## config.mk

```make
export PLATFORM = sky130hd
export DESIGN_NAME = icache_data_ctrl
export DESIGN_NICKNAME = d
export VERILOG_FILES = /design/src/rtl/icache_data_ctrl.sv
export SDC_FILE = /design/constraint.sdc
export NUM_CORES = 1
export LEC_CHECK = 0
export ABC_AREA = 0
export BUFFER_PORTS_ARGS = -buffer_cell sky130_fd_sc_hd__buf_2
export CORE_AREA = 2 2 426 428
export DETAILED_ROUTE_END_ITERATION = 12
export DIE_AREA = 0 0 428 430
export GPL_ROUTABILITY_DRIVEN = 1
export SKIP_LAST_GASP = 1
export SYNTH_ARGS = -nofsm -noshare
export SYNTH_HDL_FRONTEND = slang
export SYNTH_SLANG_ARGS = --single-unit
```

## constraint.sdc

```tcl
create_clock -name clk -period 6.52 [get_ports clk]
set_clock_uncertainty 0.2 [all_clocks]
set_input_delay 1.304 -clock clk [delete_from_list [all_inputs] [get_ports clk]]
set_output_delay 1.304 -clock clk [all_outputs]
set_load 0.01 [all_outputs]
```

## src/rtl/icache_data_ctrl.sv

```systemverilog
// Front-end for the I-cache data SRAM: zero-fill sweep after reset, then one-access-per-cycle
// arbitration of refill writes against fetch reads, with a 2-entry response FIFO on dout.
module icache_data_ctrl #(
  parameter int unsigned DATA_WIDTH    = 256,
  parameter int unsigned ADDR_WIDTH    = 4,
  parameter int unsigned NUM_WMASKS    = 32,
  parameter int unsigned MAX_WR_STREAK = 4
) (
  input  logic                  clk,
  input  logic                  rst,
  input  logic                  rd_req_valid,
  output logic                  rd_req_ready,
  input  logic [ADDR_WIDTH-1:0] rd_req_addr,
  output logic                  rd_rsp_valid,
  input  logic                  rd_rsp_ready,
  output logic [DATA_WIDTH-1:0] rd_rsp_data,
  input  logic                  wr_req_valid,
  output logic                  wr_req_ready,
  input  logic [ADDR_WIDTH-1:0] wr_req_addr,
  input  logic [DATA_WIDTH-1:0] wr_req_data,
  input  logic [NUM_WMASKS-1:0] wr_req_mask,
  output logic                  sram_csb0,
  output logic                  sram_web0,
  output logic [NUM_WMASKS-1:0] sram_wmask0,
  output logic [ADDR_WIDTH-1:0] sram_addr0,
  output logic [DATA_WIDTH-1:0] sram_din0,
  input  logic [DATA_WIDTH-1:0] sram_dout0,
  output logic                  init_done
);

  localparam int unsigned StreakW = $clog2(MAX_WR_STREAK + 1);

  typedef enum logic [0:0] {StInit, StRun} state_e;

  state_e                state_q, state_d;
  logic [ADDR_WIDTH-1:0] init_cnt_q, init_cnt_d;
  logic [StreakW-1:0]    streak_q, streak_d;
  logic                  inflight_q, inflight_d;
  logic [1:0]            fifo_cnt_q, fifo_cnt_d;
  logic                  fifo_rd_ptr_q, fifo_rd_ptr_d;
  logic                  fifo_wr_ptr_q, fifo_wr_ptr_d;
  logic [DATA_WIDTH-1:0] fifo_mem_q [2];

  logic       push, pop, rd_ok, run, init_wr, rd_grant, wr_grant;
  logic [2:0] occupancy;

  assign rd_rsp_valid = (fifo_cnt_q != 2'd0);
  assign rd_rsp_data  = fifo_mem_q[fifo_rd_ptr_q];
  assign init_done    = (state_q == StRun) && !rst;
  assign rd_req_ready = rd_grant;
  assign wr_req_ready = wr_grant;

  // Occupancy counts the read already in the macro so a grant can never overflow the FIFO.
  always_comb begin
    push      = inflight_q;
    pop       = rd_rsp_valid && rd_rsp_ready;
    occupancy = {1'b0, fifo_cnt_q} + {2'b00, inflight_q} - {2'b00, pop};
    rd_ok     = (occupancy < 3'd2);
    run       = (state_q == StRun) && !rst;
    init_wr   = (state_q == StInit) && !rst;
    rd_grant  = run && rd_req_valid && rd_ok &&
                (!wr_req_valid || (streak_q == StreakW'(MAX_WR_STREAK)));
    wr_grant  = run && wr_req_valid && !rd_grant;
  end

  always_comb begin
    sram_csb0   = 1'b1;
    sram_web0   = 1'b1;
    sram_wmask0 = '0;
    sram_addr0  = '0;
    sram_din0   = '0;
    if (init_wr) begin
      sram_csb0   = 1'b0;
      sram_web0   = 1'b0;
      sram_wmask0 = '1;
      sram_addr0  = init_cnt_q;
    end else if (wr_grant) begin
      sram_csb0   = 1'b0;
      sram_web0   = 1'b0;
      sram_wmask0 = wr_req_mask;
      sram_addr0  = wr_req_addr;
      sram_din0   = wr_req_data;
    end else if (rd_grant) begin
      sram_csb0   = 1'b0;
      sram_addr0  = rd_req_addr;
    end
  end

  always_comb begin
    state_d       = state_q;
    init_cnt_d    = init_cnt_q;
    streak_d      = streak_q;
    inflight_d    = rd_grant;
    fifo_cnt_d    = fifo_cnt_q + {1'b0, push} - {1'b0, pop};
    fifo_rd_ptr_d = fifo_rd_ptr_q ^ pop;
    fifo_wr_ptr_d = fifo_wr_ptr_q ^ push;
    if (state_q == StInit) begin
      init_cnt_d = init_cnt_q + ADDR_WIDTH'(1);
      if (init_cnt_q == {ADDR_WIDTH{1'b1}}) begin
        state_d = StRun;
      end
    end
    if (!rd_req_valid || rd_grant) begin
      streak_d = '0;
    end else if (wr_grant && (streak_q != StreakW'(MAX_WR_STREAK))) begin
      streak_d = streak_q + StreakW'(1);
    end
  end

  always_ff @(posedge clk) begin
    if (rst) begin
      state_q       <= StInit;
      init_cnt_q    <= '0;
      streak_q      <= '0;
      inflight_q    <= 1'b0;
      fifo_cnt_q    <= 2'd0;
      fifo_rd_ptr_q <= 1'b0;
      fifo_wr_ptr_q <= 1'b0;
    end else begin
      state_q       <= state_d;
      init_cnt_q    <= init_cnt_d;
      streak_q      <= streak_d;
      inflight_q    <= inflight_d;
      fifo_cnt_q    <= fifo_cnt_d;
      fifo_rd_ptr_q <= fifo_rd_ptr_d;
      fifo_wr_ptr_q <= fifo_wr_ptr_d;
    end
  end

  // Macro dout is only valid around the edge after the read, so capture it there.
  always_ff @(posedge clk) begin
    if (push) begin
      fifo_mem_q[fifo_wr_ptr_q] <= sram_dout0;
    end
  end

endmodule

```

* Word-level counts from Yosys, hierarchy flattened
Memories as Yosys holds them, arrays and structs flattened. A register that Yosys moved wholly into a read port is not among the register bits.
Index checks and enable logic that the tools add are counted.
** Word-level totals
- RAM bits :: 512
- Register bits after elaboration :: 13
- Input port bits :: 557
- Logic and storage cells :: 55
- Output and inout bits :: 554
- Memories :: 1
** Memories
- fifo_mem_q :: words 2, width 256, read ports 1, clocked after Yosys merged registers in 1, write ports 1, RTL line 42 : logic [DATA_WIDTH-1:0] fifo_mem_q [2];
** Operators by class
- Eq/ne operators :: 3
- Reductions and logical operators :: 17
- Bitwise logic cells :: 3
- Multiplexer cells :: 17
- Add/sub/neg operators :: 6
- Order comparisons :: 1
** Operator list (count)
- 256-bit two-way mux :: 2
- 32-bit two-way mux :: 2
- 4-bit two-way mux :: 3
- 1-bit two-way mux :: 10
- 1-bit logical AND :: 9
- 4-bit by 1-bit adder with 4-bit output, second input constant :: 1
- 4-bit == test, second input constant :: 1
- 1-bit zero test :: 4
- 2-bit by 1-bit adder with 3-bit output :: 1
- 3-bit by 1-bit adder with 3-bit output, second input constant :: 1
- 3-bit == test, second input constant :: 1
- 3-bit by 2-bit less-than comparator with 1-bit output, second input constant :: 1
- 3-bit != test, second input constant :: 1
- 3-bit by 1-bit subtractor with 3-bit output :: 1
- 2-bit by 1-bit adder with 2-bit output :: 1
- 1-bit logical OR :: 2
- 2-bit nonzero test :: 1
- 2-bit OR reduction :: 1
- 2-bit by 1-bit subtractor with 2-bit output :: 1
- 1-bit XOR :: 2
- 1-bit NOT :: 1

* Longest topological paths before layout
Gate-level depths: netlist of run 1.
- Depth after elaboration :: 10
- Depth in mapped cells :: 11
- Depth with buffers taken out :: 9

* Worst setup path before layout of run 1
Ideal clock, no wire load.
- Path kind :: register to register
- From :: reg inflight_q
- To :: mem fifo_mem_q[0][0] (enable)
- Path buffers :: 0
- Data required time :: 5.669 ns
- Library setup time :: 0.651 ns
- Slack :: -0.593 ns
- Cell stages (with the launch flop) :: 2
- Period minus slack after synthesis :: 7.113 ns
- Arrival :: 6.262 ns
- Path through :: dfxtp_1 ha_1
** Between the ends
- Word-level cells in the longest chain between the ends :: 2
** RTL lines
- start, declared :: RTL line 38 : logic inflight_q, inflight_d;
- start signal, assigned :: RTL line 123 : inflight_q <= inflight_d;
- 1-bit two-way mux :: RTL line 132 : if (push) begin
- 1-bit two-way mux (implied by the code) :: RTL line 133 : fifo_mem_q[fifo_wr_ptr_q] <= sram_dout0;
- end, declared :: RTL line 42
No other way between the ends.

* Worst setup path after layout of run 1
- From :: in rd_rsp_ready
- To :: out sram_din0[83]
** Between the ends
- Word-level cells in the longest chain between the ends :: 9
** RTL lines
- start, declared :: RTL line 15 : input logic rd_rsp_ready,
- 1-bit logical AND :: RTL line 56 : pop = rd_rsp_valid && rd_rsp_ready;
- 3-bit by 1-bit subtractor with 3-bit output :: RTL line 57 : occupancy = {1'b0, fifo_cnt_q} + {2'b00, inflight_q} - {2'b00, pop};
- 3-bit by 2-bit less-than comparator with 1-bit output :: RTL line 58 : rd_ok = (occupancy < 3'd2);
- 1-bit logical AND (2 in a row) :: RTL line 61 : rd_grant = run && rd_req_valid && rd_ok &&
- 1-bit zero test :: RTL line 63 : wr_grant = run && wr_req_valid && !rd_grant;
- 1-bit logical AND :: RTL line 63
- 256-bit two-way mux :: RTL line 77 : end else if (wr_grant) begin
- 256-bit two-way mux :: RTL line 72 : if (init_wr) begin
- end, declared :: RTL line 26 : output logic [DATA_WIDTH-1:0] sram_din0,
No other way between the ends.

==> impl_results.html, run 1 <==
<table>
<tr><th>Metric</th><th>Value</th></tr>
<tr><th colspan="2">Status</th></tr>
<tr><td>Status</td><td>finished, final reports clean</td></tr>
<tr><th colspan="2">Pwr</th></tr>
<tr><td>Power per unit of standard cell area</td><td>250.2 nW/µm²</td></tr>
<tr><td>Switching share of power</td><td>25.65%</td></tr>
<tr><td>Maximum VDD drop</td><td>187.6 µV</td></tr>
<tr><td>Net switching power figure</td><td>2.092 mW</td></tr>
<tr><td>Static leakage</td><td>12.72 nW</td></tr>
<tr><td>Post-layout total power</td><td>8.155 mW</td></tr>
<tr><td>Share of total power in combinational logic</td><td>13.4%</td></tr>
<tr><td>Sequential group share of total power</td><td>45.7%</td></tr>
<tr><td>Fraction of power consumed by the clock network</td><td>40.9%</td></tr>
<tr><td>Int Pwr</td><td>6.063 mW</td></tr>
<tr><th colspan="2">Flow run</th></tr>
<tr><td>Total of max-cap violations</td><td>0</td></tr>
<tr><th colspan="2">Worst hold path</th></tr>
<tr><td>Path type of the worst min-delay path</td><td>reg2reg</td></tr>
<tr><th colspan="2">Global route</th></tr>
<tr><td>Pin count of the biggest net entering global routing</td><td>121</td></tr>
<tr><td>Antenna violations before repair</td><td>185</td></tr>
<tr><td>Global-route wire length before repair</td><td>186900 µm</td></tr>
<tr><td>Number of global-route vias before repair</td><td>15905</td></tr>
<tr><td>Overall overflow remaining after global route</td><td>0</td></tr>
<tr><td>Global routing usage summed across all routing layers</td><td>16.24%</td></tr>
<tr><th colspan="2">Floorplan</th></tr>
<tr><td>Die area</td><td>184000 µm²</td></tr>
<tr><td>Number of rows in the core area</td><td>156</td></tr>
<tr><td>IO Count</td><td>1111</td></tr>
<tr><td>Initial cell density of the core</td><td>11.79%</td></tr>
<tr><td>Die H</td><td>430 µm</td></tr>
<tr><td>Placeable Area</td><td>179800 µm²</td></tr>
<tr><td>Die X-Extent</td><td>428 µm</td></tr>
<tr><th colspan="2">Final layout</th></tr>
<tr><td>NumNets Final</td><td>2892</td></tr>
<tr><td>Sequential Area</td><td>15640 µm²</td></tr>
<tr><td>Post-route standard cell area excluding fillers</td><td>32600 µm²</td></tr>
<tr><td>Ratio of cells with drive above 1 in the final layout</td><td>62.48%</td></tr>
<tr><td>Multi-input gate area in the final layout</td><td>5213 µm²</td></tr>
<tr><td>Synthesis-to-layout area growth</td><td>53.80%</td></tr>
<tr><td>Filler Cells Inserted</td><td>19850</td></tr>
<tr><th colspan="2">STA</th></tr>
<tr><td>Least-Margin Pin Slew</td><td>1.088 ns</td></tr>
<tr><td>Final period util</td><td>88.46%</td></tr>
<tr><td>Fmax</td><td>173.4 MHz</td></tr>
<tr><td>Setup violators final</td><td>0</td></tr>
<tr><td>Shortest clock period the worst path allows after layout</td><td>5.768 ns</td></tr>
<tr><td>Max-slew headroom at the worst pin</td><td>27.45%</td></tr>
<tr><td>Final hold vios</td><td>0</td></tr>
<tr><td>Unrepaired setup endpoints after global routing</td><td>false</td></tr>
<tr><td>Max-slew violation count</td><td>0</td></tr>
<tr><td>Worst path setup slack after routing</td><td>0.7523 ns</td></tr>
<tr><th colspan="2">Routing</th></tr>
<tr><td>Post-route ant nets</td><td>0</td></tr>
<tr><td>Starting DRT DRC Count</td><td>1154</td></tr>
<tr><td>Post-detailed-route via-to-cell ratio</td><td>3.333</td></tr>
<tr><td>Total via count after detailed routing</td><td>17212</td></tr>
<tr><td>DRC violations left</td><td>0</td></tr>
<tr><td>Total length of routed wires</td><td>157600 µm</td></tr>
<tr><td>First-pass iteration count of the detailed router</td><td>5</td></tr>
<tr><td>Average routed wire per standard cell</td><td>30.51 µm</td></tr>
<tr><th colspan="2">Yosys</th></tr>
<tr><td>Summed instance area of the synthesized netlist</td><td>21200 µm²</td></tr>
<tr><td>Library cells used by synthesis</td><td>37</td></tr>
<tr><td>Most instantiated flip-flop cell in the synthesis netlist</td><td>edfxtp_1</td></tr>
<tr><td>Total of warnings raised by yosys</td><td>0</td></tr>
<tr><td>Synth Instances</td><td>1205</td></tr>
<tr><td>Post-synth top area share</td><td>72.53%</td></tr>
<tr><td>Fraction of registers with async set/reset</td><td>0%</td></tr>
<tr><td>Sequential cell area fraction in the yosys report</td><td>73.76%</td></tr>
<tr><td>Largest cells by area after synthesis</td><td>edfxtp_1 73%, mux2_2 14%, and2_1 7.7%, dfxtp_1 1.2%, a21o_1 1.1%</td></tr>
<tr><td>Number of synthesized flops with an enable pin</td><td>512</td></tr>
<tr><td>Mean cell area of the mapped netlist</td><td>17.59 µm²</td></tr>
<tr><td>Post-Syn Nets</td><td>1770</td></tr>
<tr><td>Cell type contributing the most total cell area after synthesis</td><td>edfxtp_1</td></tr>
<tr><td>Post-synthesis register bit count</td><td>525</td></tr>
<tr><th colspan="2">Setup path</th></tr>
<tr><td>CP startpoint kind</td><td>primary input</td></tr>
<tr><td>Crit path max-delay cell type</td><td>fa_1</td></tr>
<tr><td>Worst Setup End Kind</td><td>output pin</td></tr>
<tr><td>Slowest stage delay, CP</td><td>0.40 ns</td></tr>
<tr><td>Arrival time reported for the critical path endpoint</td><td>4.26 ns</td></tr>
<tr><td>CP Data Required Time</td><td>5.02 ns</td></tr>
<tr><td>Crit Path Category</td><td>in2out</td></tr>
<tr><td>Peak fanout along the critical path</td><td>120</td></tr>
<tr><td>Critical-path cell list</td><td>buf_2 &gt; o21a_1 &gt; ha_1 &gt; inv_1 &gt; ha_1 &gt; inv_1 &gt; fa_1 &gt; xor2_1 &gt; o31a_4 &gt; buf_12 &gt; and2_1 &gt; buf_2</td></tr>
<tr><th colspan="2">Clocking</th></tr>
<tr><td>TritonCTS clock tree</td><td>yes</td></tr>
<tr><td># Post-CTS Setup Buffers</td><td>0</td></tr>
<tr><td>Latest clock arrival within the worst-skew pair</td><td>0.64 ns</td></tr>
<tr><td>Number of buffers inserted by hold repair at cts</td><td>0</td></tr>
<tr><td>Number of clock buffers inserted by TritonCTS</td><td>59</td></tr>
<tr><td>Resized cells post-CTS</td><td>0</td></tr>
<tr><td>Root Buffer</td><td>clkbuf_16</td></tr>
<tr><td>Worst-case clock buffer depth</td><td>3</td></tr>
<tr><td>Number of clock sinks</td><td>525</td></tr>
<tr><td>Number of H-tree levels</td><td>2</td></tr>
<tr><td>Clock slew at the register clock pins of the worst setup and hold paths</td><td>0.06 ns</td></tr>
<tr><th colspan="2">Placed design</th></tr>
<tr><td>Half-perimeter wire length after detailed placement</td><td>133500 µm</td></tr>
<tr><td>Setup slack after placement</td><td>0.7235 ns</td></tr>
<tr><td>Routability congestion estimate from global placement</td><td>1.443</td></tr>
<tr><td>Port-buffer cells</td><td>1110</td></tr>
<tr><td>Post-place instance area</td><td>29580 µm²</td></tr>
</table>
-- kinds of logic after synthesis --
logic type      Yosys count  synth area share, %
mux                     257                13.65
fa+ha+maj                 8               0.5076
simple gates            288                8.418
buf+inv                  76                1.836
compound gates           46                1.623
flops                   525                73.76
xor+xnor                  5               0.2066
-- cells in the final DEF (no fill, tap or decap), types with 2 or more instances in the layout --
cell       netlist  layout
edfxtp_1       512     512
inv_6            0       6
inv_1            8       8
bufinv_16        0       6
buf_2           27    1110
clkbuf_1        10       9
nand3_1          3       3
a221o_1          4       4
xnor2_1          2       2
buf_4            3      16
ha_1             7       5
a21oi_1          4       4
dfxtp_1         13      12
mux2_2         256     256
clkinv_1         0       8
clkinv_2         0      15
and2_1         261     261
xor2_1           3       3
a21o_1          32      32
o21ai_0          2       2
clkinv_16        0       2
nor2_1           9       8
diode_2          0     419
clkinv_8         0       2
ha_4             0       2
nor3_1           2       2
clkbuf_16        0      59
buf_12           0       3
nor2b_1          3       3
nand2_1          2       2
-- cell type report --
type | count | area share (%)
flip-flops and latches | 525 | 47.97
repair buffers | 1129 | 17.59
well taps | 2370 | 9.096
clock buffers | 68 | 4.633
multi-input cells | 604 | 15.99
inverters | 8 | 0.09211
diodes | 419 | 3.216
clock inverters | 41 | 1.409
-- stage by stage --
step	util [%]	cells	TNS, ns	hold slack, ns
after floorplan	-	1205	-303.37	0.2668
after global placement	16.46	4636	0	0.2816
after detailed placement	16.46	4636	0	0.2965
after CTS	17.55	4745	0	0.3048
after global routing	18.05	5105	0	0.3477
final	18.13	5164	0	0.3277
-- worst paths after layout --
path / from / to / slack (ns) / depth (start not counted)
hold reg to reg: init_cnt_q[3] / state_q / 0.33 / 2
setup / recovery: rd_rsp_ready / sram_din0[83] / 0.75 / 12
hold / removal: init_cnt_q[3] / state_q / 0.33 / 2
setup reg to reg: fifo_cnt_q[1] / streak_q[2] / 3.37 / 9
-- per-layer routing --
layer | global-route usage (%) | routed length, µm | part of all wire (%)
met4 | 17.19 | 18160 | 12
met3 | 3.442 | 8371 | 5.3
met5 | 0 | 79 | 0.050
met2 | 33.15 | 93200 | 59
met1 | 11.47 | 37760 | 24
-- power groups by stage --
stage / Combinational [mW] / Sequential, mW / Clock, mW
3_3_place_gp: 1.07 / 3.80 / 0
5_1_grt: 1.12 / 3.73 / 3.56
2_1_floorplan: 0.444 / 3.78 / 0
3_5_place_dp: 1.07 / 3.80 / 0
6_report: 1.09 / 3.73 / 3.34
4_1_cts: 1.08 / 3.73 / 3.44
-- registers in the layout, indices dropped and copies added, names as in the netlist --
name / cells
fifo_cnt_q: 2
fifo_mem_q: 512
fifo_rd_ptr_q: 1
fifo_wr_ptr_q: 1
inflight_q: 1
init_cnt_q: 4
state_q: 1
streak_q: 3
-- critical path: cells and delay by family --
family | cells | cell delay [ns]
compound gates | 2 | 0.51
simple gates | 1 | 0.31
xor+xnor | 1 | 0.36
buf+inv | 5 | 0.86
fa+ha+maj | 3 | 0.89
-- cells in the mapped netlist (2+ instances only) --
| master | count |
|---|---|
| xnor2_1 | 2 |
| inv_1 | 8 |
| dfxtp_1 | 13 |
| clkbuf_2 | 23 |
| nor2b_1 | 3 |
| xor2_1 | 3 |
| nand2_1 | 2 |
| a21o_1 | 32 |
| a21oi_1 | 4 |
| edfxtp_1 | 512 |
| nand3_1 | 3 |
| and2_1 | 261 |
| ha_1 | 7 |
| a221o_1 | 4 |
| o21ai_0 | 2 |
| buf_4 | 3 |
| clkbuf_1 | 10 |
| nor3_1 | 2 |
| buf_2 | 27 |
| mux2_2 | 256 |
| nor2_1 | 9 |
| buf_6 | 4 |
No activity file was read; power rests on OpenSTA's default activity.
==> run 2, diff against run 1 <==
CORE_AREA = 2 2 427 429   (was 2 2 426 428)
DIE_AREA = 0 0 429 431   (was 0 0 428 430)
clock period = 6 ns   (was 6.52 ns; I/O delays follow)
==> run 2 against run 1 <==
Effect of this change: non-clock buffer count up 3; sequential share of layout area up 0.30 points; critical path depth up 1; power up 5.4%; first-iteration DRC count down 36%; global-route usage down 0.82 points; clock power about the same; critical endpoint is now sram_din0[255]; largest cell class unchanged.
==> impl_results.html, run 2 (synthesis gave the netlist of run 1 again) <==
<table>
<tr><th>Metric</th><th>Value</th></tr>
<tr><th colspan="2">Floorplan</th></tr>
<tr><td>Die X-Extent</td><td>429 µm</td></tr>
<tr><td>Number of rows in the core area</td><td>156</td></tr>
<tr><td>Initial cell density of the core</td><td>11.77%</td></tr>
<tr><td>IO Count</td><td>1111</td></tr>
<tr><td>Placeable Area</td><td>180200 µm²</td></tr>
<tr><td>Die H</td><td>431 µm</td></tr>
<tr><td>Die area</td><td>184900 µm²</td></tr>
<tr><th colspan="2">Final layout</th></tr>
<tr><td>NumNets Final</td><td>2891</td></tr>
<tr><td>Leading registers by flop count</td><td>fifo_mem_q x512, init_cnt_q x4, streak_q x3</td></tr>
<tr><td>Most common cell after layout, fill and taps aside</td><td>buf_2</td></tr>
<tr><td>Ratio of cells with drive above 1 in the final layout</td><td>62.24%</td></tr>
<tr><td>Synthesis-to-layout area growth</td><td>52.85%</td></tr>
<tr><td>Largest register FFs</td><td>512</td></tr>
<tr><td>Most used cells in the layout excluding fill and tap cells</td><td>1110 x buf_2, 512 x edfxtp_1, 261 x and2_1</td></tr>
<tr><td>Post-Layout Cell Count</td><td>5137</td></tr>
<tr><td>Filler Cells Inserted</td><td>19961</td></tr>
<tr><td>Top register by number of flip-flops</td><td>fifo_mem_q</td></tr>
<tr><td>Utilization after layout</td><td>17.98%</td></tr>
<tr><th colspan="2">Clocking</th></tr>
<tr><td>Number of clock buffers inserted by TritonCTS</td><td>55</td></tr>
<tr><td>Latest clock arrival within the worst-skew pair</td><td>0.64 ns</td></tr>
<tr><td>TritonCTS clock tree</td><td>yes</td></tr>
<tr><td>Number of buffers inserted by hold repair at cts</td><td>0</td></tr>
<tr><td>Root Buffer</td><td>clkbuf_16</td></tr>
<tr><td>Clock slew at the register clock pins of the worst setup and hold paths</td><td>0.06 ns</td></tr>
<tr><td>Number of H-tree levels</td><td>2</td></tr>
<tr><td>Worst-case clock buffer depth</td><td>3</td></tr>
<tr><td>Number of clock sinks</td><td>525</td></tr>
<tr><td>Resized cells post-CTS</td><td>0</td></tr>
<tr><td># Post-CTS Setup Buffers</td><td>0</td></tr>
<tr><th colspan="2">Routing</th></tr>
<tr><td>Post-route ant nets</td><td>0</td></tr>
<tr><td>Starting DRT DRC Count</td><td>740</td></tr>
<tr><td>Total length of routed wires</td><td>150500 µm</td></tr>
<tr><td>Average routed wire per standard cell</td><td>29.30 µm</td></tr>
<tr><td>Post-detailed-route via-to-cell ratio</td><td>3.271</td></tr>
<tr><td>First-pass iteration count of the detailed router</td><td>5</td></tr>
<tr><td>Total via count after detailed routing</td><td>16802</td></tr>
<tr><td>DRC violations left</td><td>0</td></tr>
<tr><th colspan="2">STA</th></tr>
<tr><td>Max-slew violation count</td><td>0</td></tr>
<tr><td>Final period util</td><td>88.84%</td></tr>
<tr><td>Setup violators final</td><td>0</td></tr>
<tr><td>Fmax</td><td>187.6 MHz</td></tr>
<tr><td>Least-Margin Pin Slew</td><td>0.9582 ns</td></tr>
<tr><td>Final hold vios</td><td>0</td></tr>
<tr><td>Shortest clock period the worst path allows after layout</td><td>5.330 ns</td></tr>
<tr><td>Max-slew headroom at the worst pin</td><td>36.12%</td></tr>
<tr><td>Unrepaired setup endpoints after global routing</td><td>false</td></tr>
<tr><th colspan="2">Global route</th></tr>
<tr><td>Global-route track usage on met2</td><td>32.83%</td></tr>
<tr><td>Number of global-route vias before repair</td><td>15679</td></tr>
<tr><td>Global-route wire length before repair</td><td>179500 µm</td></tr>
<tr><td>Routing usage on met1</td><td>10.85%</td></tr>
<tr><td>Met3 demand-to-capacity share in global routing</td><td>2.961%</td></tr>
<tr><td>Routing layer with the top usage in global route</td><td>met2</td></tr>
<tr><td>Antenna violations before repair</td><td>161</td></tr>
<tr><td>Global routing usage summed across all routing layers</td><td>15.43%</td></tr>
<tr><td>Pin count of the biggest net entering global routing</td><td>125</td></tr>
<tr><td>Overall overflow remaining after global route</td><td>0</td></tr>
<tr><th colspan="2">Placed design</th></tr>
<tr><td>Half-perimeter wire length after detailed placement</td><td>130300 µm</td></tr>
<tr><td>Routability congestion estimate from global placement</td><td>1.173</td></tr>
<tr><td>Number of cells after detailed placement</td><td>4639</td></tr>
<tr><td>Port-buffer cells</td><td>1110</td></tr>
<tr><th colspan="2">Flow run</th></tr>
<tr><td>Total of max-cap violations</td><td>0</td></tr>
<tr><th colspan="2">Setup path</th></tr>
<tr><td>Worst Setup End Kind</td><td>output pin</td></tr>
<tr><td>Critical-path cell list</td><td>buf_2 &gt; o21a_1 &gt; ha_1 &gt; inv_1 &gt; ha_1 &gt; inv_1 &gt; fa_1 &gt; xor2_1 &gt; o31a_4 &gt; buf_12 &gt; buf_4 &gt; and2_1 &gt; buf_2</td></tr>
<tr><td>CP startpoint kind</td><td>primary input</td></tr>
<tr><td>R2R Path Start</td><td>fifo_cnt_q[1]</td></tr>
<tr><td>CP Data Required Time</td><td>4.60 ns</td></tr>
<tr><td>Critical path's top delay family</td><td>buffers and inverters</td></tr>
<tr><td>Arrival time reported for the critical path endpoint</td><td>3.93 ns</td></tr>
<tr><td>Crit path max-delay cell type</td><td>fa_1</td></tr>
<tr><td>Slowest stage delay, CP</td><td>0.40 ns</td></tr>
<tr><td>Peak fanout along the critical path</td><td>81</td></tr>
<tr><td>CP Buf/Inv Count</td><td>6</td></tr>
<tr><td>Crit Path Category</td><td>in2out</td></tr>
<tr><td>Critical path launch point</td><td>rd_rsp_ready</td></tr>
<tr><th colspan="2">Worst hold path</th></tr>
<tr><td>Critical hold path startpoint</td><td>streak_q[1]</td></tr>
<tr><td>Path type of the worst min-delay path</td><td>reg2reg</td></tr>
<tr><th colspan="2">Pwr</th></tr>
<tr><td>Maximum VDD drop</td><td>226.4 µV</td></tr>
<tr><td>Power per unit of standard cell area</td><td>265.2 nW/µm²</td></tr>
<tr><td>Static leakage</td><td>12.64 nW</td></tr>
<tr><th colspan="2">Status</th></tr>
<tr><td>Status</td><td>finished, final reports clean</td></tr>
</table>
-- run 2: changes by cell type in the layout (fill, tap and decap cells not counted), moves of 2 or more --
cell,delta
buf_12,+2
clkbuf_16,-4
clkbuf_1,-2
clkinv_2,-5
clkinv_1,+6
clkinvlp_4,+3
diode_2,-22
inv_6,-5
-- run 2: report_power, final --
| group | switching, mW | total (mW) | internal (mW) |
|---|---|---|---|
| Clock | 1.46 | 3.37 | 1.91 |
| Combinational | 0.693 | 1.17 | 0.478 |
| Sequential | 0.0300 | 4.06 | 4.03 |
-- run 2: final cells by class --
cell class,count,area [µm²],area share (%)
flip-flops and latches,525,15640,48.27
repair buffers,1132,5783,17.85
multi-input cells,604,5207,16.07
well taps,2370,2965,9.152
clock buffers,62,1403,4.329
diodes,397,993.5,3.066
clock inverters,39,379.1,1.170
inverters,8,30.03,0.09268
-- run 2: worst paths after layout --
path | end | slack [ns] | cells past startpoint
hold reg to reg | streak_q[1] | 0.32 | 2
setup / recovery | sram_din0[255] | 0.67 | 13
hold / removal | streak_q[1] | 0.32 | 2
setup reg to reg | streak_q[2] | 2.97 | 9
-- run 2: worst min-delay path, cell delays in order, from the launching register on --
cell and delay, ns:
dfxtp_1 0.33, o21ai_0 0.08, a21oi_1 0.07
-- run 2: per-stage QoR --
stage	TNS [ns]	worst slack [ns]	area, µm²	hold WS, ns	power, mW
after floorplan	-569.61	-1.113	21200	0.2668	4.591
after global placement	0	0.6807	29620	0.2825	5.307
after detailed placement	0	0.6758	29620	0.2920	5.309
after CTS	0	0.6727	31410	0.3042	8.735
after global routing	0	0.4888	32350	0.3472	8.876
final	0	0.6699	32400	0.3176	8.593
-- run 2: routing by layer --
layer	up-vias	wire length [µm]
met3	388	7283
li1	7144	-
met2	1000	91770
met1	8246	36800
met5	-	144
met4	24	14510
